## src/rtl/reg_file_16x16.sv

```systemverilog
`default_nettype none
// ============================================================================
//  Module      : reg_file_16x16
//  Description : Sixteen-entry general register file with two asynchronous
//                read ports, one general write port and a dedicated write
//                port for SPECIAL_REG (R15, upper half / remainder of
//                multiply and divide). Reads bypass same-cycle writes.
//
//  Ports
//    clk         in   system clock, writes on rising edge
//    rst_n       in   asynchronous active-low reset
//    wr_en       in   general write enable
//    wr_addr     in   general write address      [ADDR_W]
//    wr_data     in   general write data         [DATA_W]
//    r15_wen     in   SPECIAL_REG write enable
//    r15_wdata   in   SPECIAL_REG write data     [DATA_W]
//    rd_addr_a   in   read port A address        [ADDR_W]
//    rd_addr_b   in   read port B address        [ADDR_W]
//    rd_data_a   out  read port A data           [DATA_W]
//    rd_data_b   out  read port B data           [DATA_W]
//    r15_rdata   out  SPECIAL_REG contents (bypassed)
//    wr_conflict out  both write ports hit SPECIAL_REG last cycle
//
//  Revision    : 1.0  initial release
// ============================================================================
module reg_file_16x16 #(
    parameter int DATA_W      = 16,
    parameter int ADDR_W      = 4,
    parameter int SPECIAL_REG = 15
) (
    input  logic              clk,
    input  logic              rst_n,
    input  logic              wr_en,
    input  logic [ADDR_W-1:0] wr_addr,
    input  logic [DATA_W-1:0] wr_data,
    input  logic              r15_wen,
    input  logic [DATA_W-1:0] r15_wdata,
    input  logic [ADDR_W-1:0] rd_addr_a,
    input  logic [ADDR_W-1:0] rd_addr_b,
    output logic [DATA_W-1:0] rd_data_a,
    output logic [DATA_W-1:0] rd_data_b,
    output logic [DATA_W-1:0] r15_rdata,
    output logic              wr_conflict
);

    localparam int                c_depth        = 2 ** ADDR_W;
    localparam logic [ADDR_W-1:0] c_special_addr = ADDR_W'(SPECIAL_REG);

    logic [DATA_W-1:0] r_regs [c_depth];
    logic              r_wr_conflict;

    // Both ports targeting SPECIAL_REG on the same edge: dedicated port wins.
    logic w_gen_hits_special;
    logic w_conflict;
    logic w_gen_write;

    assign w_gen_hits_special = wr_en && (wr_addr == c_special_addr);
    assign w_conflict         = w_gen_hits_special && r15_wen;
    assign w_gen_write        = wr_en && !w_conflict;

    always_ff @(posedge clk or negedge rst_n) begin
        if (!rst_n) begin
            for (int i = 0; i < c_depth; i++) begin
                r_regs[i] <= '0;
            end
            r_wr_conflict <= 1'b0;
        end else begin
            if (w_gen_write) begin
                r_regs[wr_addr] <= wr_data;
            end
            if (r15_wen) begin
                r_regs[SPECIAL_REG] <= r15_wdata;
            end
            r_wr_conflict <= w_conflict;
        end
    end

    // Write-through: dedicated port first, then general port, then storage.
    function automatic logic [DATA_W-1:0] f_bypass(
        input logic [ADDR_W-1:0] addr,
        input logic [DATA_W-1:0] stored,
        input logic              gen_en,
        input logic [ADDR_W-1:0] gen_addr,
        input logic [DATA_W-1:0] gen_data,
        input logic              sp_en,
        input logic [DATA_W-1:0] sp_data
    );
        if (sp_en && (addr == c_special_addr)) begin
            return sp_data;
        end else if (gen_en && (addr == gen_addr)) begin
            return gen_data;
        end else begin
            return stored;
        end
    endfunction

    // Outputs are forced to zero while reset is held so that pending write
    // data on the ports cannot leak through the bypass path.
    always_comb begin
        rd_data_a = '0;
        rd_data_b = '0;
        r15_rdata = '0;
        if (rst_n) begin
            rd_data_a = f_bypass(rd_addr_a, r_regs[rd_addr_a], wr_en, wr_addr,
                                 wr_data, r15_wen, r15_wdata);
            rd_data_b = f_bypass(rd_addr_b, r_regs[rd_addr_b], wr_en, wr_addr,
                                 wr_data, r15_wen, r15_wdata);
            r15_rdata = f_bypass(c_special_addr, r_regs[SPECIAL_REG], wr_en,
                                 wr_addr, wr_data, r15_wen, r15_wdata);
        end
    end

    assign wr_conflict = r_wr_conflict;

endmodule
`default_nettype wire

```

## config.mk

```make
export PLATFORM = sky130hd
export DESIGN_NAME = reg_file_16x16
export DESIGN_NICKNAME = d
export VERILOG_FILES = /design/src/rtl/reg_file_16x16.sv
export SDC_FILE = /design/constraint.sdc
export NUM_CORES = 1
export LEC_CHECK = 0
export ABC_AREA = 1
export CAP_MARGIN = 25
export CORE_UTILIZATION = 45
export CTS_CLUSTER_DIAMETER = 40
export DETAILED_ROUTE_END_ITERATION = 10
export GPL_TIMING_DRIVEN = 0
export PLACE_DENSITY_LB_ADDON = 0.05
export SLEW_MARGIN = 10
export SYNTH_ARGS = -nofsm -noshare
export SYNTH_HDL_FRONTEND = slang
export SYNTH_SLANG_ARGS = --single-unit
```

## constraint.sdc

```tcl
create_clock -name clk -period 4.7 [get_ports clk]
set_clock_uncertainty 0.15 [all_clocks]
set_input_delay 0.47 -clock clk [delete_from_list [all_inputs] [get_ports clk]]
set_output_delay 0.47 -clock clk [all_outputs]
set_load 0.01 [all_outputs]
```

==> impl_results.md, run 1 <==
- Status: complete, no violations
- Floorplan die area: 0.0360 mm2
- Launching element type of the critical path: input port
- Syn Inst Count: 2374
- Distinct cells, synth: 31
- Slowest library cell on the worst path: sky130_fd_sc_hd__clkbuf_1
- Antenna Violating Nets Remaining: 0
- Routed wirelength normalized by instance count: 28.1 um
- Startpoint of the tightest hold check path: r15_wen
- Via count: 18741
- Initial standard-cell utilization of the core: 45.8%
- Instance area at placement: 0.0174 mm2
- Shortest period the worst path allows: 4.41 ns
- Placeable core region: 0.0346 mm2
- CP delay by family, top: buffers and inverters
- Total overflow reported by the global router: 0
- Crit Path Category: input port to output port
- Transition time of the tightest slew-check pin: 1.23 ns
- Overall Global Routing Usage: 47.2%
- Most common flop cell mapped by yosys: sky130_fd_sc_hd__dfrtp_1
- Dominant cell by count in the synthesized netlist: sky130_fd_sc_hd__nand2_1
- Total power draw: 9.05 mW
- IO Count: 97
- Reg2reg path depth: 2
- Gate power share: 23.5%
- Most common library cells after synthesis: sky130_fd_sc_hd__nand2_1, sky130_fd_sc_hd__nand3_1, sky130_fd_sc_hd__inv_1
- Req. time, crit path: 4.08 ns
- Detailed-routing wirelength on met1: 31.1 mm
- Fraction of power spent switching nets: 34.2%
- Total number of placement rows: 68
- Library cell with the largest summed area after synthesis: sky130_fd_sc_hd__dfrtp_1
- Post-Synth XOR/XNOR Area: 0.0552%
- Floorplan die height: 190 um
- RSZ-0062 raised after global routing: false
- Delay of the slowest critical-path stage: 0.83 ns
- Cell Area, Synth: 0.0159 mm2
- Design area: 0.0193 mm2
- R2R Path End: r_regs[14]
- Cell-internal power: 5.96 mW
- Fraction of registers with async set or reset after synthesis: 100%
- Synth Area in Compound Gates: 15.7%
- PD cells: 470 mW/mm2
- Multiplexer fraction of the synthesized cell area: 0%
- Relative slew slack: 18.1%
- Type of the tightest min-delay check: input port to register
- Hold Crit Endpoint: r_regs[6]
- Max layer used: met4
- Fraction of post-synthesis cell area in the top cell type by area: 40.5%
- Setup slack on the worst flop-to-flop path: 3.57 ns
- Number of buffers on the longest clock path: 3
- Crit. End Element: output port
- Met3 wirelength from detailed routing: 10.2 mm
- Layout cell share with drive strength beyond 1: 7.27%
- Slew Limit Fails: 0
- Synth Net Count: 2422
- Post-synthesis adder-cell area fraction: 0%
- Main combinational cell family by area after synthesis: simple AND/OR/NAND/NOR gates
- Sequential element share of the synthesized area: 40.5%
- Setup TNS: 0 ns
- Largest vdd supply drop: 0.328 mV
- Post-synth EDFFs: 0
- Cells traversed along the worst timing path: clkdlybuf4s50_1 > clkinv_1 > buf_2 > clkbuf_1 > nand2_1 > nand3_1 > nand3_1 > nand3_1 > nand3_1 > nand2_1 > a21oi_1 > clkdlybuf4s50_1
- Synth Warn #: 0
- Final WL: 84.8 mm
- Worst path buffer plus inverter count: 5
- Final-report hold violation count: 0
- Post CTS Setup Buffer Count: 0
- Pin count of the biggest net entering global routing: 104
- Number of input and output port buffers inserted: 87
- Clock-pin slew on the worst setup and hold paths: 0.05 ns
- Global-route wire length before repair: 120 mm
- Number of clock sinks seen by CTS: 257
- Non-filler instance count after layout: 3019
- Chip width: 190 um
- Total of max-cap violations: 0
- Final number of setup-violating endpoints: 0
- Ranking of synthesized cells by area: sky130_fd_sc_hd__dfrtp_1, sky130_fd_sc_hd__nand2_1, sky130_fd_sc_hd__nand3_1, sky130_fd_sc_hd__o21ai_0, sky130_fd_sc_hd__inv_1
- Worst Setup Slack post-DPL: 0.511 ns
- Number of DRC markers in iteration 0: 2768
- Post-route core utilization: 55.6%
- Clock tree from TritonCTS: yes
- Clock network latency to the later pin of the worst-skew pair: 0.58 ns
- DRC viols: 0
- Post-route fraction of the period consumed by the critical path: 93.7%
- Maximum fanout encountered on the critical timing path: 11
- Placed wire-length estimate after detailed placement: 61.1 mm
- Post-DR vias/cell: 6.21
- Via count of the first global-routing pass: 17976
- Clock power frac: 43.9%
- Maximum operating frequency: 227 MHz
- Count of TritonRoute iterations in the first routing pass: 6
- Inserted Clock Buffers: 50
- Sequential Power Share: 32.5%
- Hold path cells: 3
- Startpoint of the worst register-to-register path: r_regs[14]
- WL met2: 36.9 mm
- Fin nets: 2566
- Layout-stage area growth over the synthesis result: 21.3%
- Psw: 3.09 mW
- Root buffer cell: sky130_fd_sc_hd__clkbuf_16
- Static Leakage: 9.07 nW
- Flip-flop and latch count after synthesis: 257
- Final Worst Setup Slack: 0.294 ns
- Simple logic cell fraction of the synthesized area: 31.9%
- Post-Syn Area per Cell: 6.69 um2
- Most used cell along the critical path: sky130_fd_sc_hd__nand3_1
- Routability-driven placement congestion ratio: 1.05
- Number of cells after detailed placement: 2918
- Worst path arrival time: 3.79 ns
- Deepest level of the CTS H-tree: 2
- Antenna violations before repair: 2
- Worst hold slack after final layout: 0.204 ns
## cells in the final DEF, fill, tap and decap left out, drive strengths merged
cell / Yosys / routed
nand2: 705 / 705
nand3: 383 / 383
o21ai: 299 / 299
inv: 290 / 294
dfrtp: 257 / 257
clkbuf: 103 / 162
clkdlybuf4s50: 0 / 86
buf: 80 / 85
a21oi: 83 / 83
nor2: 69 / 69
o211ai: 56 / 56
nand4: 23 / 23
clkinv: 2 / 16
bufinv: 0 / 9
o221ai: 8 / 8
a31oi: 8 / 8
diode: 0 / 6
clkinvlp: 0 / 6
nor3: 4 / 4
o22ai: 2 / 2
xnor2: 1 / 1
nor4: 1 / 1
dlygate4sd3: 0 / 1
## worst min-delay path, stage by stage
cell	delay, ns
sky130_fd_sc_hd__buf_2	0.25
sky130_fd_sc_hd__nand2_1	0.08
sky130_fd_sc_hd__o221ai_1	0.09
## flip-flops by register name (all words and copies together) (netlist names)
register,cells
r_regs,256
wr_conflict,1
## cell type report
cell class	count	area, um2
multi-input combinational	1642	7560
tap	455	569
antenna	6	15.0
sequential	257	6430
clock inverter	33	447
fill	3361	15400
clock buffer	59	1390
buffer	183	785
inverter	292	1100
timing repair buffer	92	967
## logic make-up (layout without fill, tap and decap cells)
family                 count (synthesis)  in the layout
XOR/XNOR                               1              1
buffers and inverters                475            659
AND/OR/NAND/NOR                     1185           1185
AO/OA/AOI/OAI                        456            456
flip-flops                           257            257
other                                  0              6
## routing by layer
layer | track usage [%] | vias up
met1 | 58.9 | 8940
met3 | 11.8 | 370
met4 | 34.2 | 0
met2 | 71.1 | 1419
li1 | - | 8012
met5 | 0 | -
## what timing repair did
action,4_1_cts,5_1_grt
resized for setup,0,0
hold buffers,1,0
hold endpoints to repair,56,0
## power groups by stage
stage	Combinational, mW	Sequential, mW	Clock [mW]
after floorplan	1.23	2.89	0
after global placement	1.98	2.96	0
after detailed placement	2.03	2.96	0
after CTS	2.05	2.93	3.96
after global routing	2.29	2.98	4.07
final	2.13	2.94	3.97
## worst max-delay path by stage
stage | slack, ns | end | depth (start not counted) | startpoint
final | 0.29 | rd_data_a[4] | 12 | rd_addr_a[0]
after global routing | 0.33 | rd_data_a[11] | 11 | rd_addr_a[0]
after CTS | 0.51 | rd_data_a[11] | 11 | rd_addr_a[0]
after detailed placement | 0.51 | rd_data_a[11] | 11 | rd_addr_a[0]
after global placement | -9.55 | r15_rdata[10] | 5 | rst_n
after floorplan | 2.38 | rd_data_b[9] | 9 | rd_addr_b[2]
Note: power is estimated with default switching activity, not from simulation.
==> run 2, diff against run 1 <==
--- a/config.mk
+++ b/config.mk
@@ -7,6 +7,7 @@
 export LEC_CHECK = 0
 export ABC_AREA = 1
 export CAP_MARGIN = 25
+export CORE_ASPECT_RATIO = 1.75
 export CORE_UTILIZATION = 45
 export CTS_CLUSTER_DIAMETER = 40
 export DETAILED_ROUTE_END_ITERATION = 10
@@ -16,3 +17,4 @@
 export SYNTH_ARGS = -nofsm -noshare
 export SYNTH_HDL_FRONTEND = slang
 export SYNTH_SLANG_ARGS = --single-unit
+export TNS_END_PERCENT = 20
==> run 2 against run 1 <==
Compared with the run above:
- setup slack worse by 0.073 ns
- count of clock-buffer cells in the layout down 19
- sequential power about the same
- critical path depth down 2
- global-route usage up 0.19 points
- sequential share of layout area up 1.1 points
- wire length down 0.84%
==> impl_results.md, run 2 (same netlist as run 1, synthesis figures left out) <==
- Initial standard-cell utilization of the core: 45.9% (+0.076 points)
- Worst path arrival time: 3.86 ns (+0.07 ns)
- Clock power frac: 35.5% (-8.4 points)
- Via count: 18311 (-2.3%)
- Layout cell share with drive strength beyond 1: 6.21% (-1.1 points)
- Count of TritonRoute iterations in the first routing pass: 6 (unchanged)
- Number of cells after detailed placement: 2923 (+0.17%)
- Number of flip-flops in the largest register: 256 (unchanged)
- Overall Global Routing Usage: 47.4% (+0.19 points)
- Final WL: 84.1 mm (-0.84%)
- Crit. End Element: output port
- IO Count: 97 (unchanged)
- Largest vdd supply drop: 0.323 mV (-1.4%)
- Post-DR vias/cell: 6.12 (-1.3%)
- Design area: 0.0186 mm2 (-3.3%)
- Cell-internal power: 4.96 mW (-17%)
- Slew Limit Fails: 0 (unchanged)
- Maximum fanout encountered on the critical timing path: 9 (-2)
- Floorplan die area: 0.0361 mm2 (about the same)
- PD cells: 422 mW/mm2 (-10%)
- Layout-stage area growth over the synthesis result: 17.3%
- Pin count of the biggest net entering global routing: 105 (+0.96%)
- Number of buffers on the longest clock path: 3 (unchanged)
- Most frequent standard cell in the layout excluding fill and tap cells: sky130_fd_sc_hd__nand2_1
- Number of clock sinks seen by CTS: 257 (unchanged)
- Inserted Clock Buffers: 35 (-30%)
- Layout fillers: 3499 (+4.1%)
- Antenna violations before repair: 0 (-2)
- Placeable core region: 0.0346 mm2 (-0.17%)
- Instance area at placement: 0.0174 mm2 (about the same)
- Routability-driven placement congestion ratio: 1.08 (+2.9%)
- CP delay by family, top: buffers and inverters
- Delay of the slowest critical-path stage: 0.69 ns (-0.14 ns)
- Cells traversed along the worst timing path: clkdlybuf4s50_1 > nand2_1 > inv_2 > nand3_2 > inv_1 > nand2_1 > inv_1 > nand2_1 > a31oi_1 > clkdlybuf4s50_1
- Status: complete, no violations
- Root buffer cell: sky130_fd_sc_hd__clkbuf_16
- Final Worst Setup Slack: 0.221 ns (-0.0734 ns)
- Crit Path Category: input port to output port
- Placed wire-length estimate after detailed placement: 62.5 mm (+2.4%)
- Top register by number of flip-flops: r_regs
- Sequential Power Share: 37.5% (+5.0 points)
- Post CTS Setup Buffer Count: 0 (unchanged)
- Clock network latency to the later pin of the worst-skew pair: 0.54 ns (-0.04 ns)
- Psw: 2.89 mW (-6.6%)
- Static Leakage: 8.77 nW (-3.3%)
- Via count of the first global-routing pass: 17366 (-3.4%)
- Final number of setup-violating endpoints: 0 (unchanged)
- Total of max-cap violations: 0 (unchanged)
- Type of the tightest min-delay check: input port to register
- Launching element type of the critical path: input port
- Total overflow reported by the global router: 0 (unchanged)
- Relative slew slack: 18.7% (+0.61 points)
- Total number of placement rows: 90 (+32%)
- # resized after CTS: 0 (unchanged)
- Slowest library cell on the worst path: sky130_fd_sc_hd__clkdlybuf4s50_1
- Clock tree from TritonCTS: yes
- Gate power share: 27.0% (+3.5 points)
- Fin nets: 2552 (-0.55%)
- Post-route core utilization: 53.9% (-1.7 points)
- Most used cell along the critical path: sky130_fd_sc_hd__nand2_1
- Transition time of the tightest slew-check pin: 1.22 ns (-0.00910 ns)
- Most used cells in the layout excluding fill and tap cells: sky130_fd_sc_hd__nand2_1, sky130_fd_sc_hd__nand3_1, sky130_fd_sc_hd__inv_1
- Fraction of power spent switching nets: 36.8% (+2.6 points)
- RSZ-0062 raised after global routing: false
- Shortest period the worst path allows: 4.48 ns (+0.0734 ns)
- Maximum operating frequency: 223 MHz (-1.6%)
- Clock-pin slew on the worst setup and hold paths: 0.06 ns (about the same)
- Antenna Violating Nets Remaining: 0 (unchanged)
- Worst path buffer plus inverter count: 5 (unchanged)
- Final-report hold violation count: 0 (unchanged)
- Floorplan die height: 250 um (+32%)
- Worst Setup Slack post-DPL: 0.388 ns (-0.123 ns)
- Total power draw: 7.85 mW (-13%)
- Post-CTS Hold Fix Bufs: 1 (unchanged)
- Deepest level of the CTS H-tree: 2 (unchanged)
- Global-route wire length before repair: 119 mm (-0.87%)
- Antenna diode instance count: 0 (-6)
- Chip width: 144 um (-24%)
- Non-filler instance count after layout: 2990 (-0.96%)
- Number of input and output port buffers inserted: 87 (unchanged)
- Post-route fraction of the period consumed by the critical path: 95.3% (+1.6 points)
- Routed wirelength normalized by instance count: 28.1 um (+0.12%)
- Req. time, crit path: 4.08 ns (about the same)
- DRC viols: 0 (unchanged)
- Number of DRC markers in iteration 0: 2394 (-14%)
==> run 2: changes by cell type in the layout (fill, tap and decap cells not counted), moves of 3 or more <==
| cell | change |
|---|---|
| sky130_fd_sc_hd__bufinv_16 | -6 |
| sky130_fd_sc_hd__clkbuf_16 | -17 |
| sky130_fd_sc_hd__clkbuf_8 | -3 |
| sky130_fd_sc_hd__clkinv_2 | -5 |
| sky130_fd_sc_hd__clkinvlp_4 | -3 |
| sky130_fd_sc_hd__diode_2 | -6 |
==> run 2: worst paths after layout <==
| check | start | to | slack (ns) | cells after the start |
|---|---|---|---|---|
| setup / recovery | wr_addr[2] | r15_rdata[4] | 0.22 | 10 |
| hold / removal | r15_wen | r_regs[7] | 0.20 | 3 |
| setup reg to reg | r_regs[46] | r_regs[46] | 3.45 | 2 |
| hold reg to reg | r_regs[202] | r_regs[202] | 0.34 | 2 |
| max in group asynchronous | rst_n | r_regs[245] | 2.96 | 3 |
| min in group asynchronous | rst_n | r_regs[131] | 0.39 | 2 |
==> run 2: metrics by stage <==
step	hold WS [ns]	TNS, ns
6_report	0.203	0
3_3_place_gp	0.318	-2591.47
3_5_place_dp	0.326	0
4_1_cts	0.204	0
5_1_grt	0.245	0
2_1_floorplan	0.0244	0
==> run 2: power groups by stage <==
stage / clock network [mW] / registers [mW] / logic (mW)
floorplan: 0 / 2.89 / 1.23
global placement: 0 / 2.96 / 1.97
detailed placement: 0 / 2.96 / 2.01
CTS: 2.78 / 2.93 / 2.02
global route: 2.87 / 2.98 / 2.28
finish: 2.79 / 2.94 / 2.12
==> run 2: layout make-up <==
type	count	area (um2)	share of cell area (%)
buffer	183	785	4.21
multi-input combinational	1642	7560	40.6
timing repair buffer	93	982	5.27
tap	460	576	3.09
inverter	292	1100	5.89
sequential	257	6430	34.5
clock inverter	23	267	1.43
clock buffer	40	926	4.97
==> run 2: worst reg2reg max path, delay by kind of cell (launching register included) <==
kind                   cells  cell delay (ns)
flip-flops                 1             0.44
buffers and inverters      1             0.09
AO/OA/AOI/OAI              1             0.41
==> run 2: per-layer routing <==
| metal | up-vias | global-route usage (%) | wire length (um) |
|---|---|---|---|
| met3 | 416 | 10.7 | 8870 |
| met5 | - | 0 | 0 |
| li1 | 7960 | - | - |
| met4 | 0 | 46.6 | 9950 |
| met1 | 8540 | 55.2 | 29300 |
| met2 | 1395 | 70.0 | 36100 |
